==> src/rtl/alu_cmd_sequencer.sv <==
// alu_cmd_sequencer: FIFO-buffered command issuer for a fixed-latency 8-bit ALU with held valid/ready responses.
// Define ALU_SEQ_OPCHK_EN to answer opcodes above 4'b1010 with an error response instead of issuing them.
module alu_cmd_sequencer #(
    parameter int DEPTH   = 4,
    parameter int ALU_LAT = 1
) (
    input  logic       clk,
    input  logic       rst,
    input  logic       cmd_valid,
    output logic       cmd_ready,
    input  logic [7:0] cmd_a,
    input  logic [7:0] cmd_b,
    input  logic [3:0] cmd_op,
    output logic [7:0] alu_a,
    output logic [7:0] alu_b,
    output logic [3:0] alu_op,
    input  logic [7:0] alu_res,
    input  logic       alu_cr,
    output logic       rsp_valid,
    input  logic       rsp_ready,
    output logic [7:0] rsp_data,
    output logic       rsp_cr,
    output logic       rsp_err,
    output logic       busy
);
    localparam int AW = $clog2(DEPTH);
    localparam int CW = ALU_LAT > 0 ? $clog2(ALU_LAT + 1) : 1;
    localparam logic [AW:0] FULL = (AW + 1)'(DEPTH);
    localparam logic [AW:0] CONE = (AW + 1)'(1);
    localparam logic [AW-1:0] PONE = AW'(1);
    localparam logic [CW-1:0] LAT = CW'(ALU_LAT);

    typedef enum logic [1:0] {IDLE, WAIT, HOLD} state_t;

    state_t state, state_next;
    logic [19:0] mem [DEPTH];
    logic [19:0] head;
    logic [AW-1:0] wr_ptr, rd_ptr;
    logic [AW:0] count;
    logic [CW-1:0] cnt;
    logic push, pop, issue, reject, capture, bad_op;

    assign cmd_ready = count != FULL;
    assign push = cmd_valid & cmd_ready;
    assign head = mem[rd_ptr];
    assign busy = (count != '0) || (state != IDLE);

`ifdef ALU_SEQ_OPCHK_EN
    assign bad_op = head[3:0] > 4'b1010;
`else
    assign bad_op = 1'b0;
`endif

    always_comb begin
        state_next = state;
        pop = 1'b0;
        capture = 1'b0;
        case (state)
            IDLE: if (count != '0) begin
                pop = 1'b1;
                state_next = bad_op ? HOLD : WAIT;
            end
            WAIT: if (cnt == '0) begin
                capture = 1'b1;
                state_next = HOLD;
            end
            HOLD: state_next = rsp_ready ? IDLE : HOLD;
            default: state_next = IDLE;
        endcase
        issue = pop & ~bad_op;
        reject = pop & bad_op;
    end

    always_ff @(posedge clk or negedge rst) begin
        if (!rst) state <= IDLE;
        else state <= state_next;
    end

    always_ff @(posedge clk or negedge rst) begin
        if (!rst) begin
            wr_ptr <= '0;
            rd_ptr <= '0;
            count <= '0;
        end else begin
            if (push) wr_ptr <= wr_ptr + PONE;
            if (pop) rd_ptr <= rd_ptr + PONE;
            count <= (push && !pop) ? count + CONE : (pop && !push) ? count - CONE : count;
        end
    end

    always_ff @(posedge clk) begin
        if (push) mem[wr_ptr] <= {cmd_a, cmd_b, cmd_op};
    end

    // ALU inputs only move on a real issue, so the ALU never sees intermediate values.
    always_ff @(posedge clk or negedge rst) begin
        if (!rst) begin
            alu_a <= '0;
            alu_b <= '0;
            alu_op <= '0;
            cnt <= '0;
            rsp_valid <= 1'b0;
            rsp_data <= '0;
            rsp_cr <= 1'b0;
        end else begin
            if (issue) {alu_a, alu_b, alu_op} <= head;
            cnt <= issue ? LAT : (state == WAIT && cnt != '0) ? cnt - CW'(1) : cnt;
            rsp_data <= capture ? alu_res : reject ? 8'h00 : rsp_data;
            rsp_cr <= capture ? alu_cr : reject ? 1'b0 : rsp_cr;
            rsp_valid <= (capture | reject) ? 1'b1 : (state == HOLD && rsp_ready) ? 1'b0 : rsp_valid;
        end
    end

`ifdef ALU_SEQ_OPCHK_EN
    always_ff @(posedge clk or negedge rst) begin
        if (!rst) rsp_err <= 1'b0;
        else rsp_err <= reject ? 1'b1 : capture ? 1'b0 : rsp_err;
    end
`else
    assign rsp_err = 1'b0;
`endif
endmodule

==> config.mk <==
export PLATFORM = sky130hd
export DESIGN_NAME = alu_cmd_sequencer
export DESIGN_NICKNAME = d
export VERILOG_FILES = /design/src/rtl/alu_cmd_sequencer.sv
export SDC_FILE = /design/constraint.sdc
export NUM_CORES = 1
export LEC_CHECK = 0
export ABC_AREA = 0
export CAP_MARGIN = 20
export CORE_UTILIZATION = 54
export CTS_CLUSTER_DIAMETER = 40
export DETAILED_ROUTE_END_ITERATION = 8
export PLACE_DENSITY = 0.79
export SYNTH_ARGS = -nofsm -noshare
export SYNTH_HDL_FRONTEND = slang
export SYNTH_SLANG_ARGS = --single-unit
export TNS_END_PERCENT = 5
==> constraint.sdc <==
create_clock -name clk -period 2.7 [get_ports clk]
set_input_delay 0.405 -clock clk [delete_from_list [all_inputs] [get_ports clk]]
set_output_delay 0.405 -clock clk [all_outputs]
set_load 0.02 [all_outputs]
==> results of run 1 <==
==> worst reg2reg max path, stage by stage, from the launching register on <==
cell and delay (ps):
sky130_fd_sc_hd__dfrtp_1 430, sky130_fd_sc_hd__or3_4 430, sky130_fd_sc_hd__nand2_2 70, sky130_fd_sc_hd__ha_1 170, sky130_fd_sc_hd__inv_1 60, sky130_fd_sc_hd__fa_1 370
sky130_fd_sc_hd__xor2_1 150, sky130_fd_sc_hd__nor2_1 110, sky130_fd_sc_hd__xor2_1 140
==> cell families after synthesis <==
logic type      Yosys count  synth area share (%)
fa+ha+maj                 6                  1.81
simple gates             21                  2.41
flops                   120                  74.6
compound gates            4                 0.603
mux                      51                  17.7
other cells               1                0.0822
buf+inv                  11                  1.65
xor+xnor                  6                  1.15
==> layer usage <==
layer	vias to the layer above	wire length, µm
met4	0	99
met2	77	4540
met3	8	409
li1	1021	-
met1	1199	3270
met5	-	0
==> Yosys cell counts <==
cell type / n / area (µm²)
sky130_fd_sc_hd__fa_1: 1 / 20.0
sky130_fd_sc_hd__xnor2_1: 4 / 35.0
sky130_fd_sc_hd__and2_1: 4 / 25.0
sky130_fd_sc_hd__o22ai_1: 1 / 6.26
sky130_fd_sc_hd__ha_1: 5 / 62.6
sky130_fd_sc_hd__o21ai_0: 1 / 5.00
sky130_fd_sc_hd__buf_4: 1 / 7.51
sky130_fd_sc_hd__nand3_1: 1 / 5.00
sky130_fd_sc_hd__xor2_1: 2 / 17.5
sky130_fd_sc_hd__conb_1: 1 / 3.75
sky130_fd_sc_hd__clkbuf_1: 2 / 7.51
sky130_fd_sc_hd__buf_6: 4 / 45.0
sky130_fd_sc_hd__nand2_1: 4 / 15.0
sky130_fd_sc_hd__mux2_2: 31 / 349
sky130_fd_sc_hd__inv_1: 4 / 15.0
sky130_fd_sc_hd__nand2b_1: 3 / 18.8
sky130_fd_sc_hd__dfrtp_1: 40 / 1000
sky130_fd_sc_hd__or3_4: 1 / 11.3
sky130_fd_sc_hd__a21boi_2: 1 / 11.3
sky130_fd_sc_hd__mux4_2: 18 / 405
sky130_fd_sc_hd__mux4_1: 2 / 52.6
sky130_fd_sc_hd__nor2_2: 1 / 6.26
sky130_fd_sc_hd__nor2_1: 6 / 22.5
sky130_fd_sc_hd__edfxtp_1: 80 / 2400
sky130_fd_sc_hd__nand2_2: 1 / 6.26
sky130_fd_sc_hd__a21oi_1: 1 / 5.00
==> cells in the final DEF (no fill, tap or decap), drive strengths merged, types with 2 or more instances in the layout <==
master | Yosys | routed
bufinv | 0 | 4
xnor2 | 4 | 4
mux2 | 31 | 31
nor2 | 7 | 7
inv | 4 | 4
and2 | 4 | 4
clkinv | 0 | 4
buf | 5 | 9
clkinvlp | 0 | 4
xor2 | 2 | 2
nand2 | 5 | 5
dfrtp | 40 | 40
ha | 5 | 5
mux4 | 20 | 20
edfxtp | 80 | 80
nand2b | 3 | 3
clkdlybuf4s50 | 0 | 63
clkbuf | 2 | 20
==> through the flow <==
stage | power [mW] | hold WS [ps] | util, % | std cells
5_1_grt | 7.99 | 94.3 | 72.7 | 422
4_1_cts | 7.72 | 52.4 | 72.7 | 422
6_report | 7.64 | 23.1 | 72.7 | 422
3_5_place_dp | 5.35 | 493 | 65.2 | 390
3_3_place_gp | 5.26 | 488 | 65.2 | 390
2_1_floorplan | 4.47 | 109 | - | 220
==> report_power, final <==
part | leakage (nW) | switching, mW | internal (mW) | total [mW]
Sequential | 1.20 | 0.342 | 2.57 | 2.91
Combinational | 0.691 | 1.13 | 1.31 | 2.44
Clock | 0.282 | 0.769 | 1.52 | 2.29
==> sequential cells by signal (all words and copies together), names as in the netlist, 2 cells and up <==
signal	cells
rsp_data	8
alu_b	8
count	3
rd_ptr	2
mem	80
wr_ptr	2
state	2
alu_a	8
alu_op	4
==> worst min path at each step <==
stage	start	to	slack, ps	cells after the start
2_1_floorplan	rst	alu_a[0]$_DFFE_PN0P_	110	0
3_3_place_gp	alu_a[3]$_DFFE_PN0P_	alu_a[3]$_DFFE_PN0P_	490	1
3_5_place_dp	alu_a[3]$_DFFE_PN0P_	alu_a[3]$_DFFE_PN0P_	490	1
4_1_cts	rst	state[0]$_DFFE_PN0P_	50	1
5_1_grt	rst	rsp_valid$_DFFE_PN0P_	90	1
6_report	rst	rsp_data[5]$_DFFE_PN0P_	20	1
==> layout make-up <==
| class | count | share of cell area (%) |
|---|---|---|
| flip-flops and latches | 120 | 57.3 |
| clock inverters | 12 | 2.95 |
| repair buffers | 72 | 11.7 |
| inverters | 4 | 0.253 |
| well taps | 105 | 2.21 |
| multi-input cells | 89 | 18.2 |
| clock buffers | 20 | 7.33 |
==> run summary, run 1 <==
The area of the multi-input gates was 0.00108 mm²; the met1 track utilization from global routing was 25.2%. At the end of the flow, the number of nets in the layout was 343. TritonCTS built the clock tree.

The number of max-slew violations in the final report is 0. The critical path starts at count[0]$_DFFE_PN0P_. The congestion estimate from routability-driven global placement came to 0.675.

After routing the design area is 0.00594 mm². The latest clock arrival within the worst-skew pair is 510 ps. The largest stage delay on the critical path came out at 550 ps. The run gives 4540 µm as the estimated wirelength of the detail-placed design. For this run, global-route usage on met2 was measured as 36.4%. Via count of the first global-routing pass: 2427. The tools report the critical path endpoint category as an output port.

At the worst endpoint, the arrival time is 2070 ps. Counting distinct cell types in the post-synthesis netlist gives 26. In this run the worst hold path is classified as input port to async pin.

The category of the worst setup path launch point was a flop. Dividing total power by cell area gives a power density of 1290 mW/mm². The first global-routing pass estimated 13000 µm of wire. In this run the number of cells on the critical path is 3. Total via count after detailed routing: 2305. Die extent in y: 93.9 µm.

The tools report the startpoint of the worst-slack reg-to-reg timing path as count[0]$_DFFE_PN0P_. The endpoint identified for the worst register-to-register timing path is count[2]$_DFFE_PN0P_. The post-place instance area is 0.00533 mm².

The worst register-to-register path has a depth of 8. The tools report the maximum number of pins on one net before global-route repair as 41. Across the run, the number of max-cap violations was 0. The number of antenna violations at the first check in global routing came out at 0. The family with the most delay on the worst path is simple AND/OR/NAND/NOR gates.

The flow ran to the end, and the final reports show no timing, DRC or antenna violations. The worst pin sits at a relative slew slack of 40.6%. In the routed design, unresolved DRC markers number 0. The number of storage elements in the synthesis netlist was 120; the maximum fanout along the worst path was 4. The peak ir drop on the vdd network is 0.000675 V.

The H-tree was split into 4 levels. Count of final hold-check violations: 0. The layer carrying the most global-route usage is met2. The mean routed wirelength per cell is 19.7 µm. The buffer and inverter count on the worst path was 1. Registers take 0.00340 mm².

A synthesized cell averages 20.7 µm². Port buffering added 64 buffers. The analysis attributes to cell leakage a power of 2.18 nW. For the number of hold buffers added after cts, the log shows 0.

Timing analysis after detailed placement gives a worst setup slack of 383 ps. The tools report the number of setup buffers added after CTS as 0. The placeable core region was 0.00818 mm²; the synthesized net count was 259. The share of layout cells above drive strength 1 works out to 28.4%.

The detail route stage leaves a number of antenna-violating nets equal to 0. From synthesis to final layout, the design area changed by 30.2%. After detailed routing, the number of vias per cell comes to 5.46. The sum of routed wire length over all layers is 8320 µm.

The critical path is of the flop to output port type. Setup repair after global routing left no endpoint under its margin. The worst path setup slack after routing is 224 ps, and the effective utilization at floorplan is 55.8%.

The number of ports placed on the die boundary was 66. For the worst setup path, the data required time is 2300 ps. On the critical path, the stage with the largest delay is an instance of sky130_fd_sc_hd__clkdlybuf4s50_1. The die is 93.9 µm wide. For the post-synthesis sequential area ratio, the log shows 74.6%.

For this run the aggregate overflow at the end of global routing stands at 0. Cell at the root of the clock tree: sky130_fd_sc_hd__clkbuf_8. The logs give 134 for the iteration-0 DRC count of the detailed router and 4 for the first-pass iteration count of the detailed router. Following the worst setup path forward leads to its endpoint at busy. The actual transition at the worst max-transition pin came out at 891 ps. The share of the clock period used by the worst path after layout works out to 91.7%.

The floorplan step defined a die boundary enclosing 0.00882 mm². Walking the worst path, the cells encountered are or3_4, nand2b_1, clkdlybuf4s50_1. Timing would allow up to 0.404 GHz. Subtracting the final worst setup slack from the clock period gives 2480 ps. Clock-pin slew was measured on the worst setup and hold paths at 60 ps.

After floorplanning, the core was divided into 33 placement rows. The maximum clock insertion buffer count was 2. For this run, the number of Yosys warnings is 0. The logs give 465 for the total of fill cells in the finished design and 690 ps for the register-to-register path setup slack. The cell count after synthesis was 220; the global-route met3 utilization was 6.23%.

The number of gates resized after CTS was 0. The number of endpoints failing setup at the final stage is 0. The post-route setup TNS came out at 0 ps. On the final layout, the worst clock skew is 5.00 ps. The tree built by TritonCTS fans out to 120 sinks. In the global route stage, overall resource usage came out at 21.3%.

The number of antenna diodes in the final layout is 0. The run gives 0.00456 mm² as the netlist area before placement. Buffers inserted during clock tree synthesis total 17.
(Power assumes the default switching activity.)
==> run 2: changes to the inputs <==
--- a/config.mk
+++ b/config.mk
@@ -9,8 +9,10 @@
 export CAP_MARGIN = 20
 export CORE_UTILIZATION = 54
 export CTS_CLUSTER_DIAMETER = 40
+export CTS_CLUSTER_SIZE = 40
 export DETAILED_ROUTE_END_ITERATION = 8
 export PLACE_DENSITY = 0.79
+export SKIP_LAST_GASP = 1
 export SYNTH_ARGS = -nofsm -noshare
 export SYNTH_HDL_FRONTEND = slang
 export SYNTH_SLANG_ARGS = --single-unit
==> results of run 2 <==
Final layout, timing and power as in run 1 (identical DEF).
==> run 3: changes to the inputs <==
--- a/config.mk
+++ b/config.mk
@@ -6,7 +6,7 @@
 export NUM_CORES = 1
 export LEC_CHECK = 0
 export ABC_AREA = 0
-export CAP_MARGIN = 20
+export CAP_MARGIN = 0
 export CORE_UTILIZATION = 54
 export CTS_CLUSTER_DIAMETER = 40
 export CTS_CLUSTER_SIZE = 40
==> results of run 3 <==
Final layout, timing and power as in run 1 (identical DEF).
